==> src/rtl/mc_controller.sv <==
// Multi-cycle MIPS-style controller: one registered state, every control
// output decoded combinationally from the state and the live inputs.
module mc_controller #(
   parameter logic [5:0] HALT_OP = 6'b111111
) (
   input  logic       CLK,
   input  logic       Reset,
   input  logic [5:0] Opcode,
   input  logic [5:0] Funct,
   input  logic       Zero,
   input  logic       InsReady,
   input  logic       DataReady,
   output logic       PCWre,
   output logic [1:0] PCSrc,
   output logic       IRWre,
   output logic       ExtSel,
   output logic       ALUSrcB,
   output logic [2:0] ALUOp,
   output logic       RegWre,
   output logic       RegDst,
   output logic       DBDataSrc,
   output logic       mRD,
   output logic       mWR,
   output logic [3:0] State,
   output logic       Halted
);

   localparam logic [3:0] S_IF     = 4'd0;
   localparam logic [3:0] S_ID     = 4'd1;
   localparam logic [3:0] S_EXE_AL = 4'd2;
   localparam logic [3:0] S_EXE_BR = 4'd3;
   localparam logic [3:0] S_EXE_LS = 4'd4;
   localparam logic [3:0] S_MEM    = 4'd5;
   localparam logic [3:0] S_WB_AL  = 4'd6;
   localparam logic [3:0] S_WB_LD  = 4'd7;
   localparam logic [3:0] S_HALT   = 4'd8;

   localparam logic [5:0] OP_RTYPE = 6'b000000;
   localparam logic [5:0] OP_ADDI  = 6'b001000;
   localparam logic [5:0] OP_ORI   = 6'b001101;
   localparam logic [5:0] OP_LW    = 6'b100011;
   localparam logic [5:0] OP_SW    = 6'b101011;
   localparam logic [5:0] OP_BEQ   = 6'b000100;
   localparam logic [5:0] OP_J     = 6'b000010;

   logic [3:0] state_reg;
   logic [3:0] state_next;

   logic       is_r;
   logic       is_addi;
   logic       is_ori;
   logic       is_lw;
   logic       is_sw;
   logic       is_beq;
   logic       is_j;
   logic       is_halt;
   logic       funct_ok;
   logic [2:0] r_aluop;
   logic       dec_ext;
   logic       dec_srcb;
   logic [2:0] dec_aluop;

   // Instruction decode: classify the opcode and derive the datapath controls
   // that stay constant for the whole instruction after fetch.
   always_comb begin
      funct_ok = 1'b1;
      r_aluop  = 3'b000;
      case (Funct)
         6'b100000: r_aluop = 3'b000;
         6'b100010: r_aluop = 3'b001;
         6'b100100: r_aluop = 3'b010;
         6'b100101: r_aluop = 3'b011;
         6'b000000: r_aluop = 3'b100;
         6'b101010: r_aluop = 3'b101;
         default:   funct_ok = 1'b0;
      endcase
      // HALT_OP is checked first so a custom halt opcode always wins.
      is_halt = (Opcode == HALT_OP);
      is_r    = !is_halt && (Opcode == OP_RTYPE) && funct_ok;
      is_addi = !is_halt && (Opcode == OP_ADDI);
      is_ori  = !is_halt && (Opcode == OP_ORI);
      is_lw   = !is_halt && (Opcode == OP_LW);
      is_sw   = !is_halt && (Opcode == OP_SW);
      is_beq  = !is_halt && (Opcode == OP_BEQ);
      is_j    = !is_halt && (Opcode == OP_J);
      dec_ext  = is_addi | is_lw | is_sw | is_beq;
      dec_srcb = is_addi | is_ori | is_lw | is_sw;
      if (is_r)
         dec_aluop = r_aluop;
      else if (is_beq)
         dec_aluop = 3'b001;
      else if (is_ori)
         dec_aluop = 3'b011;
      else
         dec_aluop = 3'b000;
   end

   // State register; reset dominates every transition.
   always_ff @(posedge CLK) begin
      if (Reset)
         state_reg <= S_IF;
      else
         state_reg <= state_next;
   end

   // Next-state logic.
   always_comb begin
      state_next = state_reg;
      case (state_reg)
         S_IF:     if (InsReady) state_next = S_ID;
         S_ID: begin
            if (is_halt)
               state_next = S_HALT;
            else if (is_r || is_addi || is_ori)
               state_next = S_EXE_AL;
            else if (is_beq)
               state_next = S_EXE_BR;
            else if (is_lw || is_sw)
               state_next = S_EXE_LS;
            else
               state_next = S_IF;   // j, illegal opcode, unknown funct
         end
         S_EXE_AL: state_next = S_WB_AL;
         S_EXE_BR: state_next = S_IF;
         S_EXE_LS: state_next = S_MEM;
         S_MEM: begin
            if (DataReady)
               state_next = is_lw ? S_WB_LD : S_IF;
         end
         S_WB_AL:  state_next = S_IF;
         S_WB_LD:  state_next = S_IF;
         S_HALT:   state_next = S_HALT;
         default:  state_next = S_IF;
      endcase
   end

   // Output decode from state and live inputs; reset forces everything quiet.
   always_comb begin
      PCWre     = 1'b0;
      PCSrc     = 2'b00;
      IRWre     = 1'b0;
      ExtSel    = 1'b0;
      ALUSrcB   = 1'b0;
      ALUOp     = 3'b000;
      RegWre    = 1'b0;
      RegDst    = 1'b0;
      DBDataSrc = 1'b0;
      mRD       = 1'b0;
      mWR       = 1'b0;
      Halted    = 1'b0;
      // Datapath selects stay stable from decode until the instruction retires.
      if (state_reg != S_IF && state_reg != S_HALT) begin
         ExtSel  = dec_ext;
         ALUSrcB = dec_srcb;
         ALUOp   = dec_aluop;
      end
      case (state_reg)
         S_IF: begin
            if (InsReady) begin
               PCWre = 1'b1;
               IRWre = 1'b1;
            end
         end
         S_ID: begin
            if (is_j) begin
               PCWre = 1'b1;
               PCSrc = 2'b10;
            end
         end
         S_EXE_BR: begin
            if (Zero) begin
               PCWre = 1'b1;
               PCSrc = 2'b01;
            end
         end
         S_MEM: begin
            mRD = is_lw;
            mWR = is_sw;
         end
         S_WB_AL: begin
            RegWre = 1'b1;
            RegDst = is_r;
         end
         S_WB_LD: begin
            RegWre    = 1'b1;
            DBDataSrc = 1'b1;
         end
         S_HALT:  Halted = 1'b1;
         default: ;
      endcase
      if (Reset) begin
         PCWre     = 1'b0;
         PCSrc     = 2'b00;
         IRWre     = 1'b0;
         ExtSel    = 1'b0;
         ALUSrcB   = 1'b0;
         ALUOp     = 3'b000;
         RegWre    = 1'b0;
         RegDst    = 1'b0;
         DBDataSrc = 1'b0;
         mRD       = 1'b0;
         mWR       = 1'b0;
         Halted    = 1'b0;
      end
   end

   assign State = state_reg;

endmodule

==> config.mk <==
export PLATFORM = sky130hd
export DESIGN_NAME = mc_controller
export DESIGN_NICKNAME = d
export VERILOG_FILES = /design/src/rtl/mc_controller.sv
export SDC_FILE = /design/constraint.sdc
export NUM_CORES = 1
export LEC_CHECK = 0
export CAP_MARGIN = 20
export CORE_MARGIN = 4
export CORE_UTILIZATION = 35
export CTS_BUF_LIST = sky130_fd_sc_hd__clkbuf_4 sky130_fd_sc_hd__clkbuf_8
export DETAILED_ROUTE_END_ITERATION = 7
export PLACE_DENSITY = 0.79
export SETUP_SLACK_MARGIN = 0.5
export SLEW_MARGIN = 20
export SYNTH_ARGS = -nofsm -noshare
export SYNTH_HDL_FRONTEND = slang
export SYNTH_SLANG_ARGS = --single-unit
==> constraint.sdc <==
create_clock -name CLK -period 4.4 [get_ports CLK]
set_input_delay 1.32 -clock CLK [delete_from_list [all_inputs] [get_ports CLK]]
set_output_delay 1.32 -clock CLK [all_outputs]
set_load 0.02 [all_outputs]
=== Word level (Yosys, flattened, before mapping) ===
Index checks and enable logic that the tools add are counted.

* ROM bits: 0
* Bits in registers: 4
* Memories: 0
* Word-level logic and storage cells: 92
* Bits in writable memories: 0
* Bits in latches: 0

* Shifts and indexed selects: 0
* Multiplexer cells: 42
* Add/sub/neg operators: 0
* Eq/ne operators: 23
* Multiply operators: 0
* Magnitude comparators: 0
* Reductions and logical operators: 20
* Bitwise logic cells: 6
* Divide/modulo/power cells: 0

{| class="wikitable"
|+ Operator list
! operator !! number
|-
| $eq A6 B6 Y1 const B || 8
|-
| $mux W1 || 24
|-
| $pmux W4 S6 || 1
|-
| $mux W3 || 7
|-
| $eq A4 B3 Y1 const B || 4
|-
| $pmux W3 S5 || 1
|-
| $eq A6 B4 Y1 const B || 2
|-
| $logic_not A6 Y1 || 2
|-
| $mux W4 || 3
|-
| $logic_and A1 B1 Y1 || 9
|-
| $eq A4 B2 Y1 const B || 2
|-
| $mux W2 || 4
|-
| $eq A6 B2 Y1 const B || 1
|-
| $eq A6 B3 Y1 const B || 1
|-
| $or A1 B1 Y1 || 6
|-
| $reduce_or A6 Y1 || 1
|-
| $eq A4 B1 Y1 const B || 1
|-
| $eq A4 B4 Y1 const B || 1
|-
| $logic_not A4 Y1 || 1
|-
| $ne A2 B2 Y1 const B || 2
|-
| $ne A4 B4 Y1 const B || 1
|-
| $pmux W2 S2 || 1
|-
| $reduce_bool A4 Y1 || 1
|-
| $logic_or A1 B1 Y1 || 3
|-
| other kinds (4) || 4
|}

=== Logic depth before layout (Yosys ltp) ===
* Depth in word-level cells: 9
* Depth in mapped cells: 6
* Gate-level depth less buffers: 5

=== Worst setup path before layout ===
OpenSTA, ideal clock, no wires.

* Path kind: input to output
* From: input Opcode[0]
* To: output PCWre
* Cell stages on the path: 5
* Data required time: 3080 ps
* Path slack: 152 ps
* Buffers on the path: 1
* Data arrival time: 2928 ps
* Cell sequence: buf_6 > or3_4 > or3_4 > or3_1 > a31oi_1

* Word-level cells in the longest chain between the ends: 6
* Elaborated cells on any way between the ends: 7

{| class="wikitable"
|+ Ends and longest elaborated chain
! item !! line !! text
|-
| start, declared || 8 || <nowiki>input logic [5:0] Opcode,</nowiki>
|-
| $eq A6 B6 Y1 || 78 || <nowiki>is_halt = (Opcode == HALT_OP);</nowiki>
|-
| $logic_not A1 Y1 || 85 || <nowiki>is_j = !is_halt && (Opcode == OP_J);</nowiki>
|-
| $logic_and A1 B1 Y1 * || 85 ||
|-
| $mux W1 * || 165 || <nowiki>if (is_j) begin</nowiki>
|-
| $pmux W1 S3 * || 157 || <nowiki>case (state_reg)</nowiki>
|-
| $mux W1 * || 191 || <nowiki>if (Reset) begin</nowiki>
|-
| end, declared || 13 || <nowiki>output logic PCWre,</nowiki>
|}

Every way passes the cells marked *; elsewhere a longest branch is shown, timed or not.

=== Worst setup path in the final report ===
* From: input Opcode[0]
* To: output ALUOp[1]

* Word-level cells in the longest chain between the ends: 8
* Elaborated cells on any way between the ends: 14

{| class="wikitable"
|+ Ends and longest elaborated chain
! item !! line !! text
|-
| $eq A6 B6 Y1 || 78 ||
|-
| $logic_not A1 Y1 || 79, 81, 84 ||
|-
| $logic_and A1 B1 Y1 || 81 || <nowiki>is_ori = !is_halt && (Opcode == OP_ORI);</nowiki>
|-
| $mux W2 || 92 || <nowiki>else if (is_ori)</nowiki>
|-
| $mux W2 || 90 || <nowiki>else if (is_beq)</nowiki>
|-
| $mux W3 * || 88 || <nowiki>if (is_r)</nowiki>
|-
| $mux W3 * || 152 || <nowiki>if (state_reg != S_IF && state_reg != S_HALT) begin</nowiki>
|-
| $mux W3 * || 191 ||
|-
| end, declared || 18 || <nowiki>output logic [2:0] ALUOp,</nowiki>
|}

Marks and branches as above.

==> summary by stage <==
Floorplanning
After floorplanning, the core was sized to cover ~1700 µm². The horizontal die dimension is ~51 µm. The floorplan die area is between 2000 and 3000 µm².

The floorplan die height is between 50 and 60 µm. In this run the count of I/O pins placed on the die edge is 36. The number of cell rows is 15. For this configuration, the core starts out at a cell density of a little under two fifths.

Detailed routing
The wire length reported by the detailed router is ~2.7 mm. Detailed routing inserted a total of between 1000 and 1500 vias. The number of violations reported at the end of detailed-routing iteration 0 is 22. Before antenna repair, the detailed router went through 4 iterations. The post-detailed-route wirelength per cell is ~15 µm.

The remaining number of nets flagged by the antenna check after routing is 0. Dividing the detail-routed via count by the number of cells gives around 5.7. The number of design rule violations left after detail routing is 0.

Synthesis
After synthesis, the share of flip-flops with an asynchronous set or reset is 0%. The number of standard cells after synthesis is between 90 and 100. Of the total synthesized cell area, the portion taken by AND, OR, NAND and NOR gates is around 55%. Of the total synthesized cell area, the portion taken by XOR and XNOR cells is around 4%. The mux cell area share after synthesis is 0%. Each instance of the synthesized netlist takes up on average around 6.5 µm². After synthesis, flip-flops and latches occupy 12.5% of the total area. Among all flip-flop cells after synthesis, the most frequent one is sky130_fd_sc_hd__dfxtp_1.

The synthesized netlist occupies a cell area of approximately 640 µm². The flip-flop and latch count after synthesis is 4. The number of synthesis warnings is 0. The synthesized netlist net count is approximately 120. The adder and majority gate portion of the synthesized area is 0%. Synthesis instantiated 35 different standard cells from the library. The synthesized design devotes to its leading area cell type roughly an eighth of total area. The number of enable flip-flop cells after synthesis is 0. Summing the areas of all compound-gate instances in the mapped netlist gives roughly 22% of the synthesized area. Summed over all instances, the cell type with the most area after synthesis is sky130_fd_sc_hd__dfxtp_1. By area the synthesized netlist is led by sky130_fd_sc_hd__dfxtp_1 (13%), sky130_fd_sc_hd__nand3_1 (7.0%), sky130_fd_sc_hd__nor2_1 (6.4%). By area, the combinational part of the netlist is dominated by simple AND/OR/NAND/NOR gates.

CTS
Clock-pin slew was measured on the worst setup and hold paths at approximately 0.04 ns. The clock passes through at most 2 buffers. The CTS H-tree depth is 1. The clock tree from TritonCTS is done.

TritonCTS created 3 clock buffers. Clock tree synthesis found a total of 4 sinks. The clock latency on the worst-skew pair is between 0.2 and 0.3 ns. In this run, post-CTS hold repair placed 0 buffers. The cell at the root of the clock tree is sky130_fd_sc_hd__clkbuf_4.

Worst setup path
Traced cell by cell, the critical path runs through buf_6 -> or3_4 -> or3_4 -> buf_6 -> nor3_4 -> buf_6 -> nand3_4 -> o21ai_1 -> buf_4. The nature of the critical path startpoint is a primary input. The kind of cell with the highest combined delay on the critical path is simple AND/OR/NAND/NOR gates. The launch point of the worst path is Opcode[0]. The type of the worst setup path is primary input to output pin. Data on the critical path is required at its endpoint by about 3.1 ns. Data on the critical path arrives at its endpoint at about 2.9 ns. The internal reg-to-reg setup slack is about 2.8 ns.

The standard cell with the maximum stage delay on the critical path is sky130_fd_sc_hd__or3_4. STA classifies the critical path endpoint as an output pin. The beginning of the worst register-to-register path is State[2]. The cell that appears most often on the critical path is sky130_fd_sc_hd__buf_6. Counting both buffers and inverters, the worst setup path holds a total of 4.

The worst-path maximum fanout is 2. The critical path's largest stage delay is between 0.3 and 0.4 ns.

Timing
Setup total negative slack on the finished layout was measured at 0 ns. The final-report max-slew violation count is 0. The clock skew is 0.00727 ns. Hold is met by between 0.6 and 0.7 ns.

The slew of the pin with the lowest slew margin is 0.435 ns. The final hold violation count is 0. The worst slew margin relative to its limit is a little under three quarters. Setup repair after global routing could not meet its margin everywhere.

Setup violations remaining at the end of the flow were counted as 0. In the finished design, the share of the clock period the worst path needs comes to a little under 100%. Across all setup checks in the final design, the least slack found is approximately 0.15 ns. The clock period minus final worst setup slack is ~4.3 ns. The maximum frequency from static timing analysis is approximately 240 MHz.

GRT
The number of antenna violations at the first check in global routing is 0. For this run the aggregate overflow at the end of global routing stands at 0. Entering global routing, the biggest net connects 15 pins.

The via count of the first global-routing pass is slightly below 1000. The combined global-route utilization of all metal layers is between 20% and 30%. The first global-routing pass estimated approximately 4 mm of wire.

Run status
The flow ran to the end, and the final reports show no timing, DRC or antenna violations.

Final layout
The filler cell count is around 140. Leaving out fill and tap cells, the most frequent cell in the layout is sky130_fd_sc_hd__buf_4. The library cells used most frequently in the layout, excluding fill and tap cells, are sky130_fd_sc_hd__buf_4 (22), sky130_fd_sc_hd__clkdlybuf4s50_1 (13), sky130_fd_sc_hd__buf_6 (12), sky130_fd_sc_hd__nor2_1 (10), sky130_fd_sc_hd__nand2_1 (9). Of the cells placed in the final design, the portion with a size suffix greater than 1 is between 30 and 40%. Relative to the synthesized area, the layout overhead comes to 98.8%. After the last flow step, the layout net total stands at roughly 170. The register with the most flip-flops in the layout has 4 of them.

The repair_antennas step left the layout with diodes totalling 0.

Pwr
For this design the ratio of total power to cell area is ~130 nW/µm². The worst IR drop on VDD is roughly 0.00009 V. The reported leakage power is ~0.54 nW.

Place
The routability congestion estimate from global placement is between 0.8 and 0.9. The port buffer count is 35. The wire-length estimate of the detail-placed layout is ~1.9 mm. The setup slack at placement is -0.632 ns.

Min path
In this run the worst hold path is classified as flop to flop. The worst hold path startpoint is State[0].

Run
The count of maximum capacitance violations is 0.
==> cell usage after synthesis, drive strengths merged (3+ instances only) <==
cell,n
clkbuf,4
nand3,9
nor3,8
nor2b,6
nand2,9
o21ai,4
nor2,11
or3,4
dfxtp,4
and3,4
a21oi,6
nor4,3
buf,3
==> area by class of cell <==
class	instances	area, µm²	area share [%]
Inverter	2	7.51	0.589
Multi-Input combinational cell	85	594	46.7
Timing Repair Buffer	60	538	42.2
Sequential cell	4	80.1	6.29
Tap cell	25	31.3	2.46
Clock buffer	3	22.5	1.77
==> cell families (layout without fill, tap and decap cells) <==
logic type                Yosys count  in the layout
xor gates and xnor gates            3              3
AOI/OAI and AO/OA                  20             20
buffers and inverters               9             65
DFF                                 4              4
and+or+nand+nor                    62             62
==> worst reg2reg max path, cell delays in order (launching register included) <==
cell                      delay, ns
sky130_fd_sc_hd__dfxtp_1       0.57
sky130_fd_sc_hd__nor2b_1       0.18
sky130_fd_sc_hd__o21ai_0       0.08
sky130_fd_sc_hd__a41oi_1       0.40
sky130_fd_sc_hd__or3_1         0.20
sky130_fd_sc_hd__nand3_1       0.08
==> layer usage <==
layer / up-vias / global-route usage (%) / wire length, µm / share of wire, %
met3: 8 / 4.15 / 178 / 6.6
met5: - / 0 / 0 / 0
met2: 51 / 36.5 / 1380 / 51
li1: 480 / - / - / -
met1: 486 / 21.4 / 1030 / 38
met4: 0 / 14.3 / 93 / 3.5
==> path summary, 6_finish.rpt <==
check,endpoint,cells after the start
worst max-delay path,ALUOp[1],9
worst min-delay path,State[3],3
worst max register to register,State[2],5
worst min register to register,State[3],3
==> timing repair <==
action | in CTS | in global routing
gates cloned | 0 | 0
endpoints found under the hold margin | 0 | 0
gates resized for setup | 79 | 12
setup endpoints to repair | 15 | 10
pin swaps | 6 | 6
setup buffers | 7 | 0
==> per-stage QoR <==
step	utilization (%)	cell area, µm²	instances	total power, mW
after floorplan	-	676	98	0.0700
after global placement	66.7	1150	169	0.106
after detailed placement	66.7	1150	169	0.108
after CTS	71.5	1230	179	0.157
after global routing	73.8	1270	179	0.170
final	73.8	1270	179	0.162
==> power by group <==
part	internal (mW)	leakage, nW	total [mW]	switching [mW]
clock	0.0308	0.0138	0.0497	0.0189
sequential	0.0374	0.0325	0.0386	0.00123
combinational	0.0372	0.496	0.0740	0.0368
No activity file was read; power rests on OpenSTA's default activity.
